===== src/rtl/fetch_pkg.sv =====
// Shared types and constants for the instruction fetch controller.
package fetch_pkg;

   localparam int unsigned XLEN   = 32;
   localparam int unsigned EXC_W  = 5;
   localparam int unsigned PAGE_W = 20;

   typedef enum logic [1:0] {
      ST_ISSUE = 2'd0,
      ST_WAIT  = 2'd1,
      ST_DROP  = 2'd2,
      ST_FULL  = 2'd3
   } fetch_state_e;

   localparam logic [EXC_W-1:0] EXC_NONE = 5'd0;
   localparam logic [EXC_W-1:0] EXC_ADEL = 5'd4;

   localparam logic [XLEN-1:0]   RESET_PC_DEF   = 32'h0000_3000;
   localparam logic [XLEN-1:0]   HANDLER_PC_DEF = 32'h0000_4180;
   localparam logic [PAGE_W-1:0] TEXT_LO_DEF    = 20'h00003;
   localparam logic [PAGE_W-1:0] TEXT_HI_DEF    = 20'h00004;

   // Contents of the one-entry output buffer handed to ID.
   typedef struct packed {
      logic [XLEN-1:0]  pc;
      logic [XLEN-1:0]  inst;
      logic [EXC_W-1:0] exc;
   } fetch_buf_t;

   function automatic logic [XLEN-1:0] pc_next_seq(input logic [XLEN-1:0] pc);
      return pc + XLEN'(4);
   endfunction

endpackage


===== src/rtl/fetch_npc_sel.sv =====
// Redirect detection, redirect target priority mux and fetch-address legality check.
module fetch_npc_sel
   import fetch_pkg::*;
#(
   parameter logic [XLEN-1:0]   HANDLER_PC = HANDLER_PC_DEF,
   parameter logic [PAGE_W-1:0] TEXT_LO    = TEXT_LO_DEF,
   parameter logic [PAGE_W-1:0] TEXT_HI    = TEXT_HI_DEF
) (
   input  logic [XLEN-1:0] pc_i,
   input  logic            eret_i,
   input  logic            flush_i,
   input  logic            br_taken_i,
   input  logic [XLEN-1:0] epc_i,
   input  logic [XLEN-1:0] br_target_i,
   output logic            redirect_o,
   output logic [XLEN-1:0] target_o,
   output logic            legal_o
);

   logic [PAGE_W-1:0] page;

   assign page = pc_i[XLEN-1:XLEN-PAGE_W];

   // ERET beats exception entry, which beats a branch.
   always_comb begin
      redirect_o = eret_i | flush_i | br_taken_i;
      target_o   = br_target_i;
      if (flush_i) target_o = HANDLER_PC;
      if (eret_i)  target_o = epc_i;
   end

   always_comb begin
      legal_o = (pc_i[1:0] == 2'b00) && (page >= TEXT_LO) && (page <= TEXT_HI);
   end

endmodule


===== src/rtl/fetch_ctrl.sv =====
// IF-stage fetch sequencer: PC register, one-outstanding memory request and output buffer.
module fetch_ctrl
   import fetch_pkg::*;
#(
   parameter logic [XLEN-1:0]   RESET_PC   = RESET_PC_DEF,
   parameter logic [XLEN-1:0]   HANDLER_PC = HANDLER_PC_DEF,
   parameter logic [PAGE_W-1:0] TEXT_LO    = TEXT_LO_DEF,
   parameter logic [PAGE_W-1:0] TEXT_HI    = TEXT_HI_DEF
) (
   input  logic             clk,
   input  logic             reset,
   input  logic             stall,
   input  logic             flush,
   input  logic             eret,
   input  logic [XLEN-1:0]  epc,
   input  logic             br_taken,
   input  logic [XLEN-1:0]  br_target,
   output logic             mem_req,
   output logic [XLEN-1:0]  mem_addr,
   input  logic             mem_gnt,
   input  logic             mem_rvalid,
   input  logic [XLEN-1:0]  mem_rdata,
   output logic             inst_valid,
   output logic [XLEN-1:0]  inst_pc,
   output logic [XLEN-1:0]  inst,
   output logic [EXC_W-1:0] exc_code,
   output logic             busy
);

   fetch_state_e    state_q;
   logic [XLEN-1:0] pc_q;
   fetch_buf_t      buf_q;
   logic            inst_valid_q;
   logic            busy_q;

   logic            redirect;
   logic [XLEN-1:0] target;
   logic            legal;

   fetch_npc_sel #(
      .HANDLER_PC (HANDLER_PC),
      .TEXT_LO    (TEXT_LO),
      .TEXT_HI    (TEXT_HI)
   ) u_npc_sel (
      .pc_i        (pc_q),
      .eret_i      (eret),
      .flush_i     (flush),
      .br_taken_i  (br_taken),
      .epc_i       (epc),
      .br_target_i (br_target),
      .redirect_o  (redirect),
      .target_o    (target),
      .legal_o     (legal)
   );

   // Request is held stable by the PC register until granted; suppressed on redirect.
   always_comb begin
      mem_req  = ~reset && (state_q == ST_ISSUE) && ~redirect && legal;
      mem_addr = pc_q;
   end

   assign inst_valid = inst_valid_q;
   assign inst_pc    = buf_q.pc;
   assign inst       = buf_q.inst;
   assign exc_code   = buf_q.exc;
   assign busy       = busy_q;

   always_ff @(posedge clk) begin
      if (reset) begin
         state_q      <= ST_ISSUE;
         pc_q         <= RESET_PC;
         buf_q        <= '0;
         inst_valid_q <= 1'b0;
         busy_q       <= 1'b0;
      end else begin
         case (state_q)
            ST_ISSUE: begin
               if (redirect) begin
                  pc_q <= target;
               end else if (!legal) begin
                  // Bad fetch address is reported through the buffer, no memory access.
                  buf_q        <= '{pc: pc_q, inst: '0, exc: EXC_ADEL};
                  inst_valid_q <= 1'b1;
                  pc_q         <= pc_next_seq(pc_q);
                  state_q      <= ST_FULL;
               end else if (mem_gnt) begin
                  state_q <= ST_WAIT;
                  busy_q  <= 1'b1;
               end
            end
            ST_WAIT: begin
               if (redirect) begin
                  pc_q <= target;
                  if (mem_rvalid) begin
                     state_q <= ST_ISSUE;
                     busy_q  <= 1'b0;
                  end else begin
                     state_q <= ST_DROP;
                  end
               end else if (mem_rvalid) begin
                  buf_q        <= '{pc: pc_q, inst: mem_rdata, exc: EXC_NONE};
                  inst_valid_q <= 1'b1;
                  pc_q         <= pc_next_seq(pc_q);
                  state_q      <= ST_FULL;
                  busy_q       <= 1'b0;
               end
            end
            ST_DROP: begin
               if (redirect) pc_q <= target;
               if (mem_rvalid) begin
                  state_q <= ST_ISSUE;
                  busy_q  <= 1'b0;
               end
            end
            ST_FULL: begin
               if (redirect) begin
                  pc_q         <= target;
                  inst_valid_q <= 1'b0;
                  state_q      <= ST_ISSUE;
               end else if (!stall) begin
                  inst_valid_q <= 1'b0;
                  state_q      <= ST_ISSUE;
               end
            end
            default: begin
               state_q <= ST_ISSUE;
               busy_q  <= 1'b0;
            end
         endcase
      end
   end

endmodule

===== config.mk =====
export PLATFORM = sky130hd
export DESIGN_NAME = fetch_ctrl
export DESIGN_NICKNAME = d
export VERILOG_FILES = /design/src/rtl/fetch_pkg.sv /design/src/rtl/fetch_npc_sel.sv /design/src/rtl/fetch_ctrl.sv
export SDC_FILE = /design/constraint.sdc
export NUM_CORES = 1
export LEC_CHECK = 0
export ABC_CLOCK_PERIOD_IN_PS = 3100
export CORE_ASPECT_RATIO = 0.9
export CORE_MARGIN = 1
export CORE_UTILIZATION = 43
export CTS_CLUSTER_DIAMETER = 80
export DETAILED_ROUTE_END_ITERATION = 7
export PLACE_DENSITY = 0.85
export REMOVE_ABC_BUFFERS = 1
export SLEW_MARGIN = 15
export SYNTH_ARGS = -nofsm -noshare
export SYNTH_HDL_FRONTEND = slang
export SYNTH_HIERARCHICAL = 1
export SYNTH_SLANG_ARGS = --single-unit

===== constraint.sdc =====
create_clock -name clk -period 3.1 [get_ports clk]
set_input_delay 0.775 -clock clk [delete_from_list [all_inputs] [get_ports clk]]
set_output_delay 0.775 -clock clk [all_outputs]
set_load 0.01 [all_outputs]

# Yosys cells after proc, flatten, opt, wreduce, memory -nomap -nowiden
# Index checks and enable logic that the tools add are counted.
# W data, S select, Z words.
# word_totals
output_inout_bits	104
wordCells	82
ram_bits	0
latchBits	0
n_memories	0
rom_bits	0
input_bits	104
reg_bits	105
# op_classes
order_cmp	2
div	0
reduce_logical	17
mux	35
addsub	1
n_shift	0
n_eq_ne	16
bitwise	4
multipliers	0
# op_table
op	n
$mux W69	4
$mux W32	7
$pmux W69 S2	1
$pmux W32 S3	1
$add A32 B3 Y32 const B	1
$ge A20 B2 Y1 const B	1
$le A20 B3 Y1 const B	1
$mux W2	9
$reduce_and A5 Y1	3
$ne A2 B2 Y1 const B	7
$ne A3 B3 Y1 const B	4
$mux W1	10
$pmux W2 S4	1
$reduce_and A6 Y1	1
$logic_and A1 B1 Y1	5
$eq A2 B2 Y1 const B	2
$logic_not A2 Y1	2
$ne A2 B1 Y1 const B	2
$reduce_bool A2 Y1	2
$reduce_or A2 Y1	2
$pmux W1 S3	1
$reduce_and A3 Y1	1
$reduce_bool A3 Y1	1
$eq A2 B1 Y1 const B	1
other kinds (3)	5

# Depth between registers and ports, before layout
# logic_depth
depth_word	6
mapped_depth	10
mapped_depth_nobuf	8

# By module
# The synthesis kept the hierarchy.
# by_module_without_submodules
module	cells_per_inst	area_per_inst_um2	instances	seq_area_each_um2
fetch_ctrl	574	4530.6	1	2021.9
fetch_npc_sel	57	414.1	1	0.0

# Least setup slack after synthesis
# No wires, ideal clock.
# synth_path
path_type	input to output
startpoint	input port eret
endpoint	output port mem_req
required_time_ns	2.325
path_slack_ns	0.118
arrival_ns	2.207
path_buffers	4
path_stages	6
cell_sequence	buf_4 or3_1 clkbuf_1 buf_1 clkbuf_1 nor3_1
# synth_between
elab_chain_len	5
# synth_rtl
element	line	rtl
from (decl)	fetch_ctrl.sv:14	input logic eret,
$or A1 B1 Y1 (2 in series)	fetch_npc_sel.sv:26	redirect_o = eret_i | flush_i | br_taken_i;
net redirect	fetch_ctrl.sv:36	logic redirect;
$not A1 Y1	fetch_ctrl.sv:58	mem_req = ~reset && (state_q == ST_ISSUE) && ~redirect && legal;
$logic_and A1 B1 Y1 (2 in series)	fetch_ctrl.sv:58	
to (decl)	fetch_ctrl.sv:18	output logic mem_req,
# The timed path passes the listed nets, and every way through them passes these cells.

# Final worst setup path
# layout_path
startpoint	register pc_q[27] (netlist: mem_addr[27])
endpoint	output port mem_req
# layout_between
elab_chain_len	4
word_cells_on_any_way	5
classes_between	order compare: 2; reduce/logical: 3
# layout_rtl
element	line	rtl
from (decl)	fetch_ctrl.sv:31	logic [XLEN-1:0] pc_q;
from (signal assigned)	fetch_ctrl.sv:79	pc_q <= target;
from (signal assigned)	fetch_ctrl.sv:84	pc_q <= pc_next_seq(pc_q);
from (signal assigned)	fetch_ctrl.sv:93	pc_q <= target;
$ge A20 B2 Y1	fetch_npc_sel.sv:33	legal_o = (pc_i[1:0] == 2'b00) && (page >= TEXT_LO) && (page <= TEXT_HI);
$logic_and A1 B1 Y1	fetch_npc_sel.sv:33	
$logic_and A1 B1 Y1 (*)	fetch_npc_sel.sv:33	
net legal	fetch_ctrl.sv:38	logic legal;
$logic_and A1 B1 Y1 (*)	fetch_ctrl.sv:58	
# The timed path passes the listed nets; every way through them passes the cells marked *.

==> impl_metrics.csv <==
group,metric,value,unit
run_status,status,"complete, no violations",
routing,first_pass_iters,5,
global_routing,gr-usage-all-layers,0.272,
sta,setup_slack,0.161,ns
clock_network,cts_buffers,9,
sta,final_hold_viol_count,0,
critical_path,cp-startpoint,"mem_addr[27]",
yosys,synth_seq_area_share,0.409,
sta,fmax,340,MHz
power,p_sw,1130,uW
routing,finalWirelength,16300,um
finish,antenna_cells,0,
job,cap_violations,0,
yosys,async_reset_ff_frac,0,
placement,dp_hpwl,11800,um
clock_network,root_buffer,"clkbuf_16",
sta,relSlewSlack,0.284,
power,p_int,2660,uW
critical_path,r2r_slack,0.51,ns
power,p_total,3780,uW
critical_path,start_kind,"register",
yosys,avgSynthCellArea,7.84,um^2
routing,drtIter0Drc,437,
critical_path,rr_startpoint,"mem_addr[27]",
placement,io_buffer_count,203,
die,core_area,11000,um^2
yosys,ys.flop_type,"dfxtp_1",
power,pwr-share-seq,0.384,
clock_network,cts_setup_buffers,0,
routing,vias,5547,
yosys,synthTopCellsByArea,"dfxtp_1, nand2_1, a21oi_1",
critical_path,worstPathRequired,2.32,ns
die,die_h,104,um
clock_network,clock-sinks,101,
clock_network,cts_max_level,3,
sta,setup_tns,0,ns
routing,wl_per_cell,16.5,um
clock_network,cts_max_path_buffers,2,
global_routing,grt_pass1_vias,5299,
die,start_util,0.450,
critical_path,worst_path_max_delay_cell,"and4bb_2",
sta,slew_violations,0,
global_routing,grt_pass1_wl,26100,um
sta,grt_setup_unrepaired,"no",
critical_path,crit_end,"mem_req",
finish,drive_above_1_share,0.0813,
sta,worst_hold_slack,0.450,ns
yosys,synth_top_cells_by_count,"nand2_1, dfxtp_1, a21oi_1",
power,pwr-share-clk,0.344,
clock_network,clk_latency,0.35,ns
yosys,synth_edf_count,0,
clock_network,hold_buffers,0,
critical_path,critPathKind,"reg -> out",
yosys,syn_area,4940,um^2
die,die_width,115,um
power,power.density,497,nW/um^2
placement,dpl_cell_area,7260,um^2
yosys,ys_warn_count,6,
routing,drc,0,
power,p_leak,0.00265,uW
critical_path,r2r-end,"mem_addr[25]",
global_routing,overflow,0,
clock_network,cts_tree,"built",
clock_network,clkTransAtPathRegs,0.07,ns
power,comb_power_share,0.271,
power,swShare,0.298,
critical_path,cp_cell_sequence,"nor4_2 > nand4_1 > and4bb_2 > nand2_1 > nor3_1 > dlygate4sd2_1",
global_routing,antenna_found_initial,0,
critical_path,timing.critical_path.fanout_max,4,
critical_path,max_stage_delay,0.41,ns
sta,min_period_over_period,0.948,
hold_path,min_path_type,"reg -> reg",
yosys,ys_seq_elements,101,
yosys,synth.distinct_cells,54,
finish,final_cell_area,7610,um^2
critical_path,cp.arrival,2.16,ns
sta,final.setup_skew,0.00692,ns
critical_path,reg2reg_depth,10,
sta,finalCriticalPeriod,2.94,ns
die,io_pins,208,
yosys,synth_most_common_cell,"nand2_1",
sta,finalSetupViolations,0,
yosys,synth_top_area_share,0.409,
finish,final_nets,940,
die,fp.dieArea,11900,um^2
placement,place_congestion,0.921,
routing,routed_via_density,5.61,
sta,worstMarginPinSlew,1.07,ns
placement,dp_slack,-0.193,ns
power,ir_drop,0.000331,V
die,fp-row-count,36,
critical_path,endpoint_kind,"output pin",
yosys,synth_top_area_cell,"dfxtp_1",
finish,syn_to_final_growth,53.9,%
routing,ant_nets,0,
global_routing,grt_max_degree,103,
yosys,syn_inst,631,
[layout make-up]
type / instances / area, um^2
Clock buffer: 9 / 225
Fill cell: 901 / 3380
Timing Repair Buffer: 239 / 2330
Clock inverter: 7 / 120
Inverter: 6 / 22.5
Multi-Input combinational cell: 474 / 2700
Tap cell: 152 / 190
Sequential cell: 101 / 2020
[state kept, by name (all words and copies together) (netlist names)]
name and cells:
inst 32, inst_pc 32, mem_addr 32, state_q 2, busy 1, exc_code 1, inst_valid 1
[critical path, delay by kind of cell (launching register included)]
| family | cells | cell delay (ns) |
|---|---|---|
| buffers and inverters | 1 | 0.29 |
| and+or+nand+nor | 5 | 1.18 |
| DFF | 1 | 0.33 |
[cells by family after synthesis]
logic type / Yosys count / share of synthesized area
AOI/OAI and AO/OA: 174 / 0.227
xor gates and xnor gates: 12 / 0.0213
adders and majority gates: 5 / 0.0127
buffers and inverters: 59 / 0.0519
DFF: 101 / 0.409
muxes: 9 / 0.0187
other: 1 / 0.000758
and+or+nand+nor: 270 / 0.259
[power by group through the flow]
stage	Combinational [uW]	Sequential (uW)	Clock, uW
6_report	1030	1450	1300
2_1_floorplan	407	1510	0
3_3_place_gp	985	1470	0
5_1_grt	1100	1460	1370
3_5_place_dp	1010	1480	0
4_1_cts	1010	1450	1320
[layout by cell type (no fill, tap or decap), types with 4 or more instances in the layout]
cell,instances
nor2_1,21
nand3_1,47
clkdlybuf4s50_1,201
nand2_1,138
nor4_1,10
dfxtp_1,101
clkbuf_16,9
and3_1,8
mux2i_1,7
ha_1,5
a31oi_1,4
inv_1,5
o21ai_0,17
a22o_1,29
nor3_1,9
xnor2_1,9
o311ai_0,4
buf_4,34
a211oi_1,11
or3_1,5
a21oi_1,83
nand4_1,13
conb_1,4
[how the worst min path moves through the flow]
stage               cells after the start     endpoint        start  slack, ns
CTS                                     2      inst[0]      inst[0]       0.45
finish                                  2      inst[0]      inst[0]       0.45
global placement                        2     inst[31]     inst[31]       0.44
global route                            2  inst_pc[12]  inst_pc[12]       0.47
floorplan                               2      inst[0]      inst[0]       0.47
detailed placement                      2      inst[0]      inst[0]       0.45
[stage by stage]
stage,utilization,instances
final,0.692,988
after global routing,0.692,988
after CTS,0.692,988
after detailed placement,0.660,972
after global placement,0.660,972
after floorplan,-,581
[layer usage]
metal / vias to the layer above / GRT usage / share of wire
li1: 2665 / - / -
met1: 2556 / 0.345 / 0.41
met2: 294 / 0.453 / 0.48
met3: 32 / 0.0702 / 0.094
met4: 0 / 0.0770 / 0.021
met5: - / 0 / 0
[timing repair]
item | 4_1_cts | 5_1_grt
cloned | 0 | 0
resized for setup | 2 | 1
endpoints found under the setup margin | 1 | 2
(Power assumes the default switching activity.)
